## src/rtl/uart_rx.sv

```systemverilog
// -----------------------------------------------------------------------------
// uart_rx
//
// 8N1 UART receiver, LSB first, 460800 baud from a 50 MHz clock. Counterpart of
// the serial audio link transmitter (same frame format and bit period).
//
// The asynchronous line is brought into the clock domain through a two-flop
// synchronizer. A falling edge on an idle line starts a frame. The start bit is
// confirmed at its midpoint, and every later bit is sampled one bit period
// after the previous sample, so all samples stay close to mid-bit. The receiver
// returns to IDLE at the stop-bit midpoint, which lets back-to-back frames
// follow with no idle gap.
//
// Ports:
//   CLOCK_50      in   system clock (50 MHz), single clock domain
//   Reset         in   asynchronous assert, active-high reset
//   Serial_In     in   asynchronous serial line, idle high
//   Output_Data   out  [7:0] last correctly framed byte
//   Data_Valid    out  one-cycle pulse when Output_Data has been updated
//   Framing_Error out  one-cycle pulse when the stop bit is sampled low
//   Busy          out  high whenever the receiver is not in IDLE
// -----------------------------------------------------------------------------
module uart_rx #(
    parameter int CLKS_PER_BIT = 108,
    parameter int HALF_BIT     = 54
) (
    input  logic       CLOCK_50,
    input  logic       Reset,
    input  logic       Serial_In,
    output logic [7:0] Output_Data,
    output logic       Data_Valid,
    output logic       Framing_Error,
    output logic       Busy
);

    // Terminal counts of the 7-bit cycle counter.
    localparam logic [6:0] LAST_TICK = 7'(CLKS_PER_BIT - 1);
    localparam logic [6:0] HALF_TICK = 7'(HALF_BIT - 1);

    typedef enum logic [2:0] {
        ST_IDLE  = 3'd0,
        ST_START = 3'd1,
        ST_DATA  = 3'd2,
        ST_STOP  = 3'd3,
        ST_BREAK = 3'd4
    } state_t;

    state_t      state_q,     state_d;
    logic [6:0]  clk_count_q, clk_count_d;
    logic [2:0]  bit_idx_q,   bit_idx_d;
    logic [7:0]  shift_q,     shift_d;
    logic [7:0]  data_q,      data_d;
    logic        valid_q,     valid_d;
    logic        ferr_q,      ferr_d;

    // Synchronizer flops reset to the idle (high) line level so that reset
    // release never looks like a start edge.
    logic        sync1_q;
    logic        sync2_q;
    logic        rx_sync;

    assign rx_sync = sync2_q;

    always_ff @(posedge CLOCK_50 or posedge Reset) begin
        if (Reset) begin
            sync1_q <= 1'b1;
            sync2_q <= 1'b1;
        end else begin
            sync1_q <= Serial_In;
            sync2_q <= sync1_q;
        end
    end

    always_ff @(posedge CLOCK_50 or posedge Reset) begin
        if (Reset) begin
            state_q     <= ST_IDLE;
            clk_count_q <= 7'd0;
            bit_idx_q   <= 3'd0;
            shift_q     <= 8'h00;
            data_q      <= 8'h00;
            valid_q     <= 1'b0;
            ferr_q      <= 1'b0;
        end else begin
            state_q     <= state_d;
            clk_count_q <= clk_count_d;
            bit_idx_q   <= bit_idx_d;
            shift_q     <= shift_d;
            data_q      <= data_d;
            valid_q     <= valid_d;
            ferr_q      <= ferr_d;
        end
    end

    // Next-state logic. The cycle counter free-runs inside a state and is
    // cleared whenever the state changes or a bit period completes.
    always_comb begin
        state_d     = state_q;
        clk_count_d = clk_count_q + 7'd1;
        bit_idx_d   = bit_idx_q;
        shift_d     = shift_q;
        data_d      = data_q;
        valid_d     = 1'b0;
        ferr_d      = 1'b0;

        case (state_q)
            ST_IDLE: begin
                clk_count_d = 7'd0;
                if (!rx_sync) begin
                    state_d = ST_START;
                end
            end

            ST_START: begin
                // Re-check the line at the start-bit midpoint; a line that is
                // high again was only a glitch.
                if (clk_count_q == HALF_TICK) begin
                    clk_count_d = 7'd0;
                    if (!rx_sync) begin
                        state_d   = ST_DATA;
                        bit_idx_d = 3'd0;
                    end else begin
                        state_d = ST_IDLE;
                    end
                end
            end

            ST_DATA: begin
                if (clk_count_q == LAST_TICK) begin
                    clk_count_d = 7'd0;
                    // LSB arrives first, so shifting right leaves bit 0 in
                    // place after the eighth sample.
                    shift_d     = {rx_sync, shift_q[7:1]};
                    bit_idx_d   = bit_idx_q + 3'd1;
                    if (bit_idx_q == 3'd7) begin
                        state_d = ST_STOP;
                    end
                end
            end

            ST_STOP: begin
                if (clk_count_q == LAST_TICK) begin
                    clk_count_d = 7'd0;
                    if (rx_sync) begin
                        data_d  = shift_q;
                        valid_d = 1'b1;
                        state_d = ST_IDLE;
                    end else begin
                        ferr_d  = 1'b1;
                        state_d = ST_BREAK;
                    end
                end
            end

            ST_BREAK: begin
                // A line held low after a bad stop bit must go high before
                // another start edge can be recognised.
                clk_count_d = 7'd0;
                if (rx_sync) begin
                    state_d = ST_IDLE;
                end
            end

            default: begin
                state_d     = ST_IDLE;
                clk_count_d = 7'd0;
            end
        endcase
    end

    assign Output_Data   = data_q;
    assign Data_Valid    = valid_q;
    assign Framing_Error = ferr_q;
    assign Busy          = (state_q != ST_IDLE);

endmodule

```

## config.mk

```make
export PLATFORM = sky130hd
export DESIGN_NAME = uart_rx
export DESIGN_NICKNAME = d
export VERILOG_FILES = /design/src/rtl/uart_rx.sv
export SDC_FILE = /design/constraint.sdc
export NUM_CORES = 1
export LEC_CHECK = 0
export CORE_MARGIN = 2
export CORE_UTILIZATION = 25
export DETAILED_ROUTE_END_ITERATION = 8
export PLACE_DENSITY = 0.39
export SETUP_SLACK_MARGIN = 0.4
export SYNTH_ARGS = -nofsm -noshare
export SYNTH_HDL_FRONTEND = slang
export SYNTH_SLANG_ARGS = --single-unit
```

## constraint.sdc

```tcl
create_clock -name CLOCK_50 -period 5.4 [get_ports CLOCK_50]
set_clock_uncertainty 0.1 [all_clocks]
set_input_delay 1.35 -clock CLOCK_50 [delete_from_list [all_inputs] [get_ports CLOCK_50]]
set_output_delay 1.35 -clock CLOCK_50 [all_outputs]
set_load 0.005 [all_outputs]
```

==> results of run 1 <==
layer usage:
| layer | GRT usage, % | up-vias | routed length, um |
|---|---|---|---|
| li1 | - | 482 | - |
| met1 | 13.93 | 495 | 1462 |
| met2 | 14.27 | 18 | 1383 |
| met3 | 3.370 | 5 | 106 |
| met4 | 4.754 | 0 | 56 |
| met5 | 0 | - | 0 |
through the flow:
step                      total power [mW]  util [%]  area [um^2]  instances  worst slack, ns
after global placement              0.2620     29.16         1737        206            2.790
after CTS                           0.4446     30.61         1823        214            2.420
after floorplan                     0.2580         -         1544        120            3.234
after global routing                0.4618     30.61         1823        214            2.324
final                               0.4373     30.61         1823        214            2.424
after detailed placement            0.2621     29.16         1737        206            2.735
report_power, final:
group | leakage [nW] | switching [mW] | total [mW] | internal, mW
clock network | 0.0439 | 0.0916 | 0.180 | 0.0889
registers | 0.439 | 0.000686 | 0.249 | 0.248
logic | 0.325 | 0.00558 | 0.00778 | 0.00220
registers in the layout, indices dropped and copies added, names as in the netlist:
signal,count
clk_count_q,7
rx_sync,1
state_q,3
Framing_Error,1
Data_Valid,1
sync1_q,1
bit_idx_q,3
Output_Data,8
shift_q,8
cell families (layout without fill, tap and decap cells):
kind of cell             after synthesis  count (layout)  synth area share (%)
adder cells (fa/ha/maj)                4               4                 3.242
AND/OR/NAND/NOR                       32              32                 13.37
buffers and inverters                 10              29                 4.214
AO/OA/AOI/OAI                         22              22                 10.21
flip-flops                            33              33                 53.65
multiplexers                          16              16                 13.61
XOR/XNOR                               3               3                 1.702
worst max path at each step:
| stage | cells after the start | endpoint | slack (ns) | from |
|---|---|---|---|---|
| after floorplan | 1 | Data_Valid$_DFF_PP0_ | 3.23 | Reset |
| after global placement | 3 | Busy | 2.79 | state_q[0]$_DFFE_PP0P_ |
| after detailed placement | 3 | Busy | 2.74 | state_q[0]$_DFFE_PP0P_ |
| after CTS | 3 | Busy | 2.42 | state_q[0]$_DFFE_PP0P_ |
| after global routing | 3 | Busy | 2.32 | state_q[0]$_DFFE_PP0P_ |
| final | 3 | Busy | 2.42 | state_q[2]$_DFFE_PP0P_ |
area by class of cell:
cell class,count,area [um^2],area share (%)
repair buffers,14,137.6,7.550
well taps,75,93.84,5.148
clock inverters,3,17.52,0.9609
inverters,7,26.28,1.441
multi-input cells,77,650.6,35.69
clock buffers,5,68.82,3.775
flip-flops and latches,33,828.3,45.44
worst max-delay path, cell delays in order (launching register included):
cell and delay, ns:
dfrtp_1 0.44, nor2_1 0.25, nand2_1 0.11, clkdlybuf4s50_1 0.45
layout by cell type (no fill, tap or decap):
master / instances
a21oi_1: 6
a221oi_1: 1
a22oi_1: 2
a32o_1: 1
a41oi_1: 1
and3b_1: 1
and4_4: 1
and4b_1: 1
buf_4: 1
clkbuf_8: 5
clkdlybuf4s50_1: 13
clkinv_2: 2
clkinvlp_4: 1
dfrtp_1: 31
dfstp_2: 2
ha_1: 4
inv_1: 7
mux2_2: 8
mux2_4: 8
nand2_1: 3
nand2b_1: 1
nand3_1: 5
nand3b_1: 1
nand4_1: 3
nand4b_2: 1
nor2_1: 5
nor2b_1: 2
nor3_1: 1
nor3_4: 1
o211ai_2: 1
o21ai_0: 3
o21ai_1: 1
o311ai_0: 3
o311ai_1: 3
or2_1: 1
or3_1: 4
or3b_1: 1
xnor2_1: 1
xor2_1: 2
==> impl_metrics.py, run 1 <==
metrics = {
    "cts": {
        "root_buffer": "clkbuf_8",
        "cts_made_buffers": 5,
        "cts-resized-gates": 0,
        "cts.clk_slew.worst_paths_ns": 0.07,
        "clock_latency_ns": 0.28,
        "cts_setup_buffers": 0,
        "htreeDepth": 2,
        "clk_path_buf_depth": 2,
        "holdBufCountCts": 0,
        "cts_tree": "built",
        "cts.sinks": 33,
    },
    "setup_path": {
        "cp_data_required_time_ns": 3.95,
        "crit_type": "register to output pin",
        "reg2reg_depth": 4,
        "worstReg2RegStart": "clk_count_q[0]$_DFF_PP0_",
        "cp.arrival_ns": 1.53,
        "ff2ff_setup_slack_ns": 3.38,
        "critPathCaptureType": "output pin",
        "cp-start-kind": "register",
        "critPathMaxFanout": 7,
        "timing.rr.end": "Output_Data[5]$_DFFE_PP0P_",
    },
    "layout": {
        "drive_above_1_share_pct": 22.30,
        "diodes": 0,
        "nets": 145,
        "num-fill-cells": 623,
        "area_growth_syn_to_layout_pct": 18.07,
    },
    "pwr": {
        "power.density_nw_per_um2": 239.9,
        "leakagePower_nw": 0.8084,
        "ir_drop_mv": 0.1125,
    },
    "grt": {
        "grt.overflow.total": 0,
        "antenna_found_initial": 0,
        "grt_pass1_wl_um": 5050,
        "grt_pass1_vias": 993,
        "grt_util_all_layers_pct": 10.13,
        "grt_max_degree": 34,
    },
    "min_path": {
        "hold_end": "rx_sync$_DFF_PP1_",
        "whs_path_depth": 0,
        "hp-class": "register to register",
        "hp-start": "sync1_q$_DFF_PP1_",
    },
    "sta": {
        "tns_ns": 0,
        "slew_viol_final": 0,
        "rsz0062_at_grt": "false",
        "hold_slack_ns": 0.2597,
        "slew-limit-headroom_pct": 62.73,
        "tightest_slew_ns": 0.5553,
        "finalSetupViolations": 0,
        "fin_crit_ns": 2.976,
        "finalCritPeriodShare_pct": 55.12,
        "fmax_ghz": 0.3360,
        "hold_violations": 0,
    },
    "detailed_routing": {
        "wl_per_cell_um": 14.06,
        "routed_wirelength_um": 3008,
        "vias_per_cell": 4.673,
        "drt.antenna.violating_nets": 0,
        "firstDrtPassIters": 4,
        "drt_iter0_markers": 60,
        "vias": 1000,
        "drcViolationCount": 0,
    },
    "yosys": {
        "syn-cell-area_um2": 1544,
        "yosysMostFrequentCell": "dfrtp_1",
        "synthTopCellsByCount": "dfrtp_1, mux2_2, mux2_4, inv_1, a21oi_1",
        "ys.flop_type": "dfrtp_1",
        "synth_edf_count": 0,
        "yosysTopAreaCellShare_pct": 50.24,
        "netlist_top_cells_area": "dfrtp_1, mux2_4, mux2_2",
        "ys_types": 37,
        "syn-num-nets": 127,
        "async_flop_share_pct": 100.0,
        "ys_seq_area_share_pct": 53.65,
        "ys_seq_elements": 33,
        "yosys_warnings": 0,
        "yosysTopAreaCell": "dfrtp_1",
        "syn_inst": 120,
        "avgSynthCellArea_um2": 12.87,
    },
    "floorplan": {
        "start_util_pct": 25.92,
        "row_count": 28,
        "coreArea_um2": 5956,
        "fp.dieArea_um2": 6820,
        "dieHeight_um": 82.59,
        "die_w_um": 82.59,
        "ios": 14,
    },
    "status": {
        "outcome": "completed",
    },
    "place": {
        "numPortBuffers": 13,
        "place_congestion": 0.8032,
        "hpwlAfterDp_um": 2086,
    },
    "job": {
        "cap_violations": 0,
    },
}
No activity file was read; power rests on OpenSTA's default activity.
==> run 2: changes to the inputs <==
- PLACE_DENSITY: 0.39 -> 0.41
- clock period: 5.4 -> 2.55 ns (I/O delays scaled with it)
==> run 2 against run 1 <==
Against the previous run: clock-buffer cell count rose by 2; hold slack got worse by 0.0027 ns; setup slack got worse by 1.9 ns; critical endpoint is now Output_Data[0]$_DFFE_PP0P_; sequential share of layout area is 1.4 points lower; highest routed layer unchanged; utilization up 1.1 points; global-route usage up 1.0 points; clock power increased to 2.8 times the previous value; combinational power up 120%.
==> impl_metrics.py, run 2 (synthesized netlist as in run 1, its figures left out) <==
metrics = {
    "place": {
        "place_congestion": 0.7988,
        "post-place-ws_ns": 0.5752,
        "dpl.cell_count": 206,
        "hpwlAfterDp_um": 2199,
        "placed_area_um2": 1737,
        "numPortBuffers": 13,
    },
    "layout": {
        "design_area_um2": 1888,
        "final_common_cell": "dfrtp_1",
        "final_cell_mix": "dfrtp_1, clkdlybuf4s50_1, mux2_4, mux2_2, inv_1",
        "diodes": 0,
        "nets": 148,
        "num-fill-cells": 622,
        "area_growth_syn_to_layout_pct": 22.29,
        "stdcell_count": 217,
        "drive_above_1_share_pct": 25.35,
    },
    "floorplan": {
        "dieHeight_um": 82.59,
        "ios": 14,
        "coreArea_um2": 5956,
        "fp.dieArea_um2": 6820,
        "start_util_pct": 25.92,
        "row_count": 28,
        "die_w_um": 82.59,
    },
    "detailed_routing": {
        "drcViolationCount": 0,
        "drt.antenna.violating_nets": 0,
        "vias": 1052,
        "drt_iter0_markers": 42,
        "firstDrtPassIters": 4,
        "wl_per_cell_um": 15.13,
        "routed_wirelength_um": 3283,
        "vias_per_cell": 4.848,
    },
    "min_path": {
        "hp-start": "sync1_q$_DFF_PP1_",
        "hold_end": "rx_sync$_DFF_PP1_",
        "whs_path_depth": 0,
        "hp-class": "register to register",
    },
    "sta": {
        "rsz0062_at_grt": "false",
        "hold_violations": 0,
        "slew-limit-headroom_pct": 64.51,
        "tightest_slew_ns": 0.5288,
        "fin_crit_ns": 1.994,
        "finalCritPeriodShare_pct": 78.18,
        "fmax_ghz": 0.5016,
        "slew_viol_final": 0,
        "setup_ws_ns": 0.5564,
        "tns_ns": 0,
        "finalSetupViolations": 0,
    },
    "cts": {
        "htreeDepth": 2,
        "cts_made_buffers": 5,
        "cts.sinks": 33,
        "clock_latency_ns": 0.28,
        "cts_tree": "built",
        "clk_path_buf_depth": 2,
        "cts.clk_slew.worst_paths_ns": 0.07,
        "root_buffer": "clkbuf_8",
    },
    "setup_path": {
        "crit_chain": "ha_1 > and4b_1 > and4_4 > mux2_4",
        "crit_type": "register to register",
        "timing.rr.end": "Output_Data[0]$_DFFE_PP0P_",
        "path_depth": 4,
        "worstReg2RegStart": "clk_count_q[0]$_DFF_PP0_",
        "slowest_stage": "dfrtp_1",
        "max_stage_delay_ns": 0.39,
        "cp_data_required_time_ns": 2.61,
        "critPathMaxFanout": 9,
        "cp.arrival_ns": 2.06,
        "cp-start-kind": "register",
        "reg2reg_depth": 4,
        "path_delay_family": "simple AND/OR/NAND/NOR gates",
        "ff2ff_setup_slack_ns": 0.56,
        "critPathCaptureType": "register",
        "worstPathBufferInverterCount": 0,
    },
    "grt": {
        "grt_pass1_vias": 1142,
        "grt_max_degree": 34,
        "grt_pass1_wl_um": 5575,
        "antenna_found_initial": 0,
        "grt.overflow.total": 0,
        "grt_util_all_layers_pct": 11.14,
    },
    "pwr": {
        "switching_share_pct": 19.26,
        "power_switching_uw": 202.7,
        "clockPowerShare_pct": 48.2,
        "power.density_nw_per_um2": 557.2,
        "comb_power_share_pct": 1.6,
        "seqPwrFrac_pct": 50.2,
        "internal-power_uw": 849.4,
        "leakagePower_nw": 0.8338,
        "ir_drop_mv": 0.2189,
    },
    "job": {
        "cap_violations": 0,
    },
    "status": {
        "outcome": "completed",
    },
}
-- run 2: cell types whose count changed in the layout (fill, tap and decap cells not counted), sizes merged --
cell           before  now
bufinv              0    1
clkinv              2    0
clkbuf              5    7
clkdlybuf4s50      13   12
buf                 1    4
dlymetal6s2s        0    1
clkinvlp            1    0
-- run 2: cell type report --
cell class	instances	area [um^2]	share of cell area, %
repair buffers	17	162.7	8.615
inverters	7	26.28	1.392
clock buffers	7	86.33	4.573
clock inverters	1	30.03	1.590
well taps	75	93.84	4.970
multi-input cells	77	658.1	34.86
flip-flops and latches	33	830.8	44.00
-- run 2: routing by layer --
| layer | GRT usage [%] | share of wire (%) | wire length [um] |
|---|---|---|---|
| met1 | 12.82 | 48 | 1562 |
| met4 | 4.918 | 2.0 | 66 |
| met2 | 19.11 | 48 | 1589 |
| met5 | 0 | 0 | 0 |
| met3 | 3.261 | 1.9 | 64 |
-- run 2: timing repair --
item                       in CTS  in global routing
hold buffers                    0                  0
setup buffers                   2                  1
gates resized for setup         4                  1
setup endpoints to repair       1                  1
cloned                          0                  0
pin swaps                       1                  0
-- run 2: power groups by stage --
stage	clock [mW]	sequential [mW]	combinational, mW
4_1_cts	0.528	0.528	0.0176
5_1_grt	0.553	0.528	0.0193
3_3_place_gp	0	0.538	0.0173
3_5_place_dp	0	0.538	0.0176
2_1_floorplan	0	0.537	0.00939
6_report	0.507	0.528	0.0168
-- run 2: worst reg2reg max path, delay by kind of cell, from the launching register on --
family	cells	cell delay [ns]
muxes	1	0.33
and+or+nand+nor	2	0.76
adders and majority gates	1	0.29
DFF	1	0.39
-- run 2: stage by stage --
step / util, % / hold WS, ns / total power, mW
after global placement: 29.16 / 0.2469 / 0.5550
after global routing: 31.70 / 0.2664 / 1.100
after CTS: 31.53 / 0.2585 / 1.073
after detailed placement: 29.16 / 0.2478 / 0.5553
after floorplan: - / 0.2452 / 0.5464
final: 31.70 / 0.2570 / 1.052
-- run 2: worst max path at each step --
stage / startpoint / to
final: clk_count_q[0]$_DFF_PP0_ / Output_Data[0]$_DFFE_PP0P_
after CTS: state_q[2]$_DFFE_PP0P_ / Busy
after global placement: clk_count_q[0]$_DFF_PP0_ / Output_Data[5]$_DFFE_PP0P_
after floorplan: clk_count_q[0]$_DFF_PP0_ / Output_Data[0]$_DFFE_PP0P_
after detailed placement: clk_count_q[0]$_DFF_PP0_ / Output_Data[0]$_DFFE_PP0P_
after global routing: clk_count_q[0]$_DFF_PP0_ / shift_q[1]$_DFFE_PP0P_
==> run 3: changes to the inputs <==
- PLACE_DENSITY: 0.41 -> 0.39
- clock period: 2.55 -> 2 ns (I/O delays scaled with it)
==> run 3 against run 2 <==
Against the previous run: cell count up 7.8%; wire length up 7.4%; hold slack worse by 0.00070 ns; highest routed layer unchanged; maximum frequency up 15%; sequential cell count unchanged.
==> impl_metrics.py, run 3 (synthesized netlist as in run 1, its figures left out) <==
metrics = {
    "setup_path": {
        "worstReg2RegStart": "clk_count_q[0]$_DFF_PP0_",
        "cp-startpoint": "clk_count_q[0]$_DFF_PP0_",
        "cp_data_required_time_ns": 2.07,
        "cp-start-kind": "register",
        "critPathMaxFanout": 5,
        "crit_type": "register to register",
        "path_delay_family": "simple AND/OR/NAND/NOR gates",
        "timing.rr.end": "Output_Data[0]$_DFFE_PP0P_",
        "worstPathBufferInverterCount": 0,
        "ff2ff_setup_slack_ns": 0.27,
        "crit_chain": "ha_4 > and4b_2 > and4_4 > mux2_4",
        "max_stage_delay_ns": 0.41,
        "slowest_stage": "dfrtp_1",
        "reg2reg_depth": 4,
        "cp.arrival_ns": 1.80,
        "critPathCaptureType": "register",
    },
    "layout": {
        "area_growth_syn_to_layout_pct": 36.87,
        "diodes": 0,
        "design_area_um2": 2113,
        "num-fill-cells": 588,
        "final_cell_mix": "dfrtp_1, mux2_4, buf_4, dlygate4sd2_1, inv_1",
        "drive_above_1_share_pct": 43.40,
        "nets": 165,
        "final_common_cell": "dfrtp_1",
    },
    "grt": {
        "grt_max_degree": 18,
        "grt_pass1_vias": 1183,
        "grt_pass1_wl_um": 6147,
        "grt.overflow.total": 0,
        "antenna_found_initial": 0,
        "grt_util_all_layers_pct": 12.23,
    },
    "floorplan": {
        "fp.dieArea_um2": 6820,
        "row_count": 28,
        "dieHeight_um": 82.59,
        "ios": 14,
        "die_w_um": 82.59,
        "coreArea_um2": 5956,
        "start_util_pct": 25.92,
    },
    "sta": {
        "slew-limit-headroom_pct": 66.19,
        "fin_crit_ns": 1.731,
        "tightest_slew_ns": 0.5066,
        "setup_ws_ns": 0.2686,
        "tns_ns": 0,
        "slew_viol_final": 0,
        "finalCritPeriodShare_pct": 86.57,
        "hold_violations": 0,
        "finalSetupViolations": 0,
        "fmax_ghz": 0.5776,
        "rsz0062_at_grt": "true",
    },
    "detailed_routing": {
        "drcViolationCount": 0,
        "drt.antenna.violating_nets": 0,
        "vias": 1086,
        "firstDrtPassIters": 2,
        "drt_iter0_markers": 24,
        "vias_per_cell": 4.641,
        "routed_wirelength_um": 3525,
        "wl_per_cell_um": 15.06,
    },
    "min_path": {
        "hold_end": "rx_sync$_DFF_PP1_",
        "hp-start": "sync1_q$_DFF_PP1_",
        "hp-class": "register to register",
        "whs_path_depth": 0,
    },
    "place": {
        "place_congestion": 0.8267,
        "hpwlAfterDp_um": 2196,
        "post-place-ws_ns": 0.1860,
        "placed_area_um2": 1817,
        "numPortBuffers": 13,
    },
    "cts": {
        "clk_path_buf_depth": 2,
        "cts_made_buffers": 5,
        "cts_tree": "built",
        "clock_latency_ns": 0.29,
        "htreeDepth": 2,
        "cts.clk_slew.worst_paths_ns": 0.07,
        "cts.sinks": 33,
        "root_buffer": "clkbuf_8",
    },
    "pwr": {
        "finalPower_mw": 1.201,
        "power.density_nw_per_um2": 568.3,
        "leakagePower_nw": 0.9878,
        "ir_drop_mv": 0.2471,
    },
    "status": {
        "outcome": "completed",
    },
    "job": {
        "cap_violations": 0,
    },
}
==> run 3: changes by cell type in the layout (fill, tap and decap cells not counted), moves of 4 or more <==
cell	change
mux2_2	-8
buf_4	+11
mux2_4	+8
buf_6	+4
dlygate4sd2_1	+10
clkdlybuf4s50_1	-10
==> run 3: worst max-delay path by stage <==
| stage | to | slack, ns | cells past startpoint |
|---|---|---|---|
| 2_1_floorplan | Output_Data[0]$_DFFE_PP0P_ | 0.27 | 6 |
| 3_3_place_gp | Busy | 0.18 | 3 |
| 3_5_place_dp | Busy | 0.19 | 3 |
| 4_1_cts | Busy | 0.24 | 3 |
| 5_1_grt | clk_count_q[6]$_DFF_PP0_ | 0.19 | 5 |
| 6_report | Output_Data[0]$_DFFE_PP0P_ | 0.27 | 4 |
==> run 3: metrics by stage <==
step           hold WS [ns]  instances  util (%)
3_3_place_gp         0.2477        213     30.50
2_1_floorplan        0.2452        120         -
6_report             0.2563        234     35.48
5_1_grt              0.2656        234     35.48
4_1_cts              0.2574        233     35.02
3_5_place_dp         0.2468        213     30.50
==> run 3: area by class of cell <==
cell class / count / area (um^2) / area share (%)
inverters: 7 / 26.28 / 1.243
multi-input cells: 78 / 785.8 / 37.18
well taps: 75 / 93.84 / 4.440
flip-flops and latches: 33 / 830.8 / 39.31
clock buffers: 5 / 68.82 / 3.256
repair buffers: 33 / 290.3 / 13.74
clock inverters: 3 / 17.52 / 0.8289
==> run 3: power by group <==
part | total, mW | switching (mW) | internal [mW]
logic | 0.0272 | 0.0174 | 0.00984
registers | 0.673 | 0.00250 | 0.671
clock network | 0.501 | 0.261 | 0.240
==> run 3: worst register-to-register path, stage by stage (launching register included) <==
cell and delay (ns):
dfrtp_1 0.41, ha_4 0.19, and4b_2 0.29, and4_4 0.31, mux2_4 0.32
==> run 3: timing repair <==
action / CTS / global route
gates resized for setup: 37 / 7
endpoints found under the setup margin: 39 / 29
pin swaps: 10 / 5
gates cloned: 1 / 0
endpoints found under the hold margin: 0 / 0
buffers inserted: 11 / 1
hold buffers: 0 / 0
==> run 3: layer usage <==
layer,wire length [um],GRT usage (%)
met1,1658,15.51
met2,1710,19.27
met3,82,2.935
met4,74,6.393
met5,0,0
==> patch 1: new RTL, config.mk and constraints of run 3 <==
Register the input `Serial_In` before use, cleared by the reset. The logic sees it one clock later.
--- a/src/rtl/uart_rx.sv
+++ b/src/rtl/uart_rx.sv
@@ -45,6 +45,16 @@
         ST_BREAK = 3'd4
     } state_t;
 
+    logic Serial_In_q;
+
+    always_ff @(posedge CLOCK_50 or posedge Reset) begin
+        if (Reset) begin
+            Serial_In_q <= '0;
+        end else begin
+            Serial_In_q <= Serial_In;
+        end
+    end
+
     state_t      state_q,     state_d;
     logic [6:0]  clk_count_q, clk_count_d;
     logic [2:0]  bit_idx_q,   bit_idx_d;
@@ -66,7 +76,7 @@
             sync1_q <= 1'b1;
             sync2_q <= 1'b1;
         end else begin
-            sync1_q <= Serial_In;
+            sync1_q <= Serial_In_q;
             sync2_q <= sync1_q;
         end
     end
Check against the original RTL: not equivalent (Yosys sat finds a counterexample within 4 cycles, from zero or initial values and one cycle with Reset high).
==> patch 1 against run 3 <==
Total power increased by 15%; synthesized area down 2.5%; wire length is 17% lower; sequential cell count grew 1; count of clock-buffer cells in the layout rose by 2; critical path depth rose by 2; worst setup slack got worse by 0.19 ns; synthesized cell count shrank 6.7%; cell area is 4.1% lower; global-route usage down 2.3 points; critical path type unchanged; largest cell class unchanged.
==> patch 1: results (changes against run 3) <==
Status = finished clean (unchanged)
Main flop type after synthesis = dfrtp_1 (unchanged)
M1 GR Usage = 12.4% (was 15.5%)
Net switching power = 0.275 mW (was 0.280 mW)
Hold Crit Start = sync1_q (unchanged)
R2r endpoint = bit_idx_q[1] (was Output_Data[0])
DR iter-0 viols = 44 (was 24)
Layout cells sized above 1 = 36.1% (was 43.4%)
Initial DRT Pass Iterations = 3 (was 2)
Leak = 0.972 nW (was 0.988 nW)
Cells after synthesis = 112 (was 120)
Non-Filler Instances = 222 (was 234)
CP Launch Point = clk_count_q[1] (was clk_count_q[0])
Sequential area share after synthesis = 56.7% (was 53.6%)
Hpwl dp = 1940 um (was 2200 um)
Met2 WL = 1370 um (was 1710 um)
Slew headroom = 76.0% (was 66.2%)
WL final = 2930 um (was 3530 um)
Metal-1 WL = 1410 um (was 1660 um)
Final hold slack = 0.261 ns (was 0.256 ns)
Largest net degree at the start of global routing = 35 (was 18)
Distinct cells, synth = 36 (was 37)
Met3 WL = 91 um (was 82 um)
I/O Buffers = 13 (unchanged)
Hold path depth = 0 (unchanged)
Placer Congestion = 0.713 (was 0.827)
Final period util = 96.0% (was 86.6%)
Placed cell count = 208 (was 213)
Final net count = 153 (was 165)
Commonest cells in the netlist = dfrtp_1 (32), mux2_2 (16), nor2_1 (11), ha_1 (4), inv_1 (4) (was dfrtp_1 (31), mux2_2 (8), mux2_4 (8), inv_1 (7), a21oi_1 (6))
Synth Area in XOR/XNOR = 2.91% (was 1.70%)
Arr. time, crit path = 1.99 ns (was 1.80 ns)
Sequential logic power = 0.694 mW (was 0.673 mW)
Placed inst area = 1840 sq um (was 1820 sq um)
Maximum VDD drop = 0.315 mV (was 0.247 mV)
First-pass GRT wire length = 4830 um (was 6150 um)
Post-synthesis mux area share = 12.6% (was 13.6%)
FF-to-FF setup slack = 0.08 ns (was 0.27 ns)
Peak fanout along the critical path = 3 (was 5)
Post-Syn Nets = 119 (was 127)
Worst Reg-to-Reg Cells = 6 (was 4)
Clk pwr share = 48.0% (was 41.7%)
Initial antenna violation count = 0 (unchanged)
Setup_tns = 0 ns (unchanged)
Hold Path Sink = rx_sync (unchanged)
Met2 Resource Use GR = 15.4% (was 19.3%)
Sw Ratio = 19.9% (was 23.4%)
Reg-to-reg startpoint = clk_count_q[1] (was clk_count_q[0])
Global Route Usage Sum = 9.93% (was 12.2%)
Vias per cell = 4.30 (was 4.64)
Top cells by area, synth = dfrtp_1 (53%), mux2_2 (12%), dfstp_2 (3.5%) (was dfrtp_1 (50%), mux2_4 (7.8%), mux2_2 (5.8%))
Worst slack, placed = 0.0691 ns (was 0.186 ns)
Met3 Resource Use GR = 3.41% (was 2.93%)
Vias in the first global route = 981 (was 1,183)
Post-synthesis compound-gate area fraction = 6.23% (was 10.2%)
Filler instances = 608 (was 588)
Worst Setup End Kind = register (unchanged)
Post-synthesis adder-cell area fraction = 3.33% (was 3.24%)
## patch 1: cell count changes after synthesis, sizes merged, moves of 3 or more
cell / before / now
a21oi: 6 / 1
nor2: 5 / 11
buf: 3 / 0
clkbuf: 0 / 3
inv: 7 / 4
nand4: 3 / 0
o311ai: 6 / 0
## patch 1: repair_timing
item	in CTS	in global routing
gates cloned	0	0
pin swaps	3	8
buffers inserted	4	2
setup endpoints to repair	40	31
resized for setup	13	11
## patch 1: cell type report
cell class / count / area (sq um) / area share, %
repair buffers: 30 / 282 / 13.9
clock inverters: 1 / 30.0 / 1.48
flip-flops and latches: 34 / 853 / 42.1
inverters: 4 / 15.0 / 0.741
multi-input cells: 71 / 666 / 32.9
well taps: 75 / 93.8 / 4.63
clock buffers: 7 / 86.3 / 4.26
## patch 1: critical path: stages, from the launching register on
cell and delay, ns:
dfrtp_1 0.40, inv_1 0.06, ha_1 0.12, or3b_4 0.37
or4_4 0.44, a21o_1 0.19, o2bb2ai_1 0.12
==> patch 2: new RTL, config.mk and constraints of run 3 <==
Made on the original files. The parameter `CLKS_PER_BIT` goes from 108 to 81.
--- a/src/rtl/uart_rx.sv
+++ b/src/rtl/uart_rx.sv
@@ -21,7 +21,7 @@
 //   Busy          out  high whenever the receiver is not in IDLE
 // -----------------------------------------------------------------------------
 module uart_rx #(
-    parameter int CLKS_PER_BIT = 108,
+    parameter int CLKS_PER_BIT = 81,
     parameter int HALF_BIT     = 54
 ) (
     input  logic       CLOCK_50,
Behaviour: same outputs for any inputs over 10 cycles, from zero or initial values and one cycle with Reset high; that may be too few to reach the edited logic, so the function may still have changed.
==> patch 2 against run 3 <==
Cell area up 7.5%; worst setup slack got worse by 0.020 ns; synthesized area fell by 1.1%; sequential power barely moved; sequential cell count unchanged; total power rose by 12%; wire length fell by 1.2%.
==> patch 2: results (changes against run 3) <==
Post-synthesis adder-cell area fraction = 4.10% (was 3.24%)
Worst Reg-to-Reg Cells = 6 (was 4)
Final hold slack = 0.256 ns (about the same)
Comb pwr share = 1.7% (was 2.3%)
Met2 WL = 1630 um (was 1710 um)
Placer Congestion = 0.797 (was 0.827)
Clk pwr share = 48.3% (was 41.7%)
Hpwl dp = 2190 um (was 2200 um)
Top cells by area, synth = dfrtp_1 (51%), mux2_2 (12%), ha_1 (4.1%) (was dfrtp_1 (50%), mux2_4 (7.8%), mux2_2 (5.8%))
Layout cells sized above 1 = 43.8% (was 43.4%)
Arr. time, crit path = 1.15 ns (was 1.80 ns)
Filler instances = 550 (was 588)
Post-synthesis mux area share = 11.8% (was 13.6%)
Vias in the first global route = 1,155 (was 1,183)
R2r endpoint = Output_Data[6] (was Output_Data[0])
Status = finished clean (unchanged)
CP top delay family = flip-flops (was simple AND/OR/NAND/NOR gates)
Global Route Usage Sum = 11.7% (was 12.2%)
Maximum VDD drop = 0.233 mV (was 0.247 mV)
Synth Area in XOR/XNOR = 1.72% (was 1.70%)
Worst slack, placed = 0.231 ns (was 0.186 ns)
Cells after synthesis = 123 (was 120)
Metal-1 WL = 1650 um (was 1660 um)
Placed inst area = 1860 sq um (was 1820 sq um)
M1 GR Usage = 16.0% (was 15.5%)
Reg-to-reg startpoint = clk_count_q[1] (was clk_count_q[0])
Post-Syn Nets = 131 (was 127)
Post-synthesis compound-gate area fraction = 11.3% (was 10.2%)
Largest net degree at the start of global routing = 34 (was 18)
Non-Filler Instances = 244 (was 234)
[patch 2: what timing repair did]
action | in CTS | in global routing
pin swaps | 5 | 5
resized for setup | 33 | 25
gates cloned | 1 | 0
setup buffers | 7 | 8
setup endpoints to repair | 32 | 28
endpoints found under the hold margin | 0 | 0
[patch 2: area by class of cell]
type | count | area [sq um] | share of cell area [%]
Multi-Input combinational cell | 79 | 796 | 35.0
Clock buffer | 7 | 86.3 | 3.80
Sequential cell | 33 | 830 | 36.5
Tap cell | 75 | 93.8 | 4.13
Clock inverter | 1 | 30.0 | 1.32
Inverter | 6 | 22.5 | 0.991
Timing Repair Buffer | 43 | 414 | 18.2
[patch 2: cells by family (layout without fill, tap and decap cells)]
family	Yosys count	after routing
adders and majority gates	5	5
and+or+nand+nor	30	30
buffers and inverters	11	57
muxes	16	16
DFF	33	33
AOI/OAI and AO/OA	25	25
xor gates and xnor gates	3	3
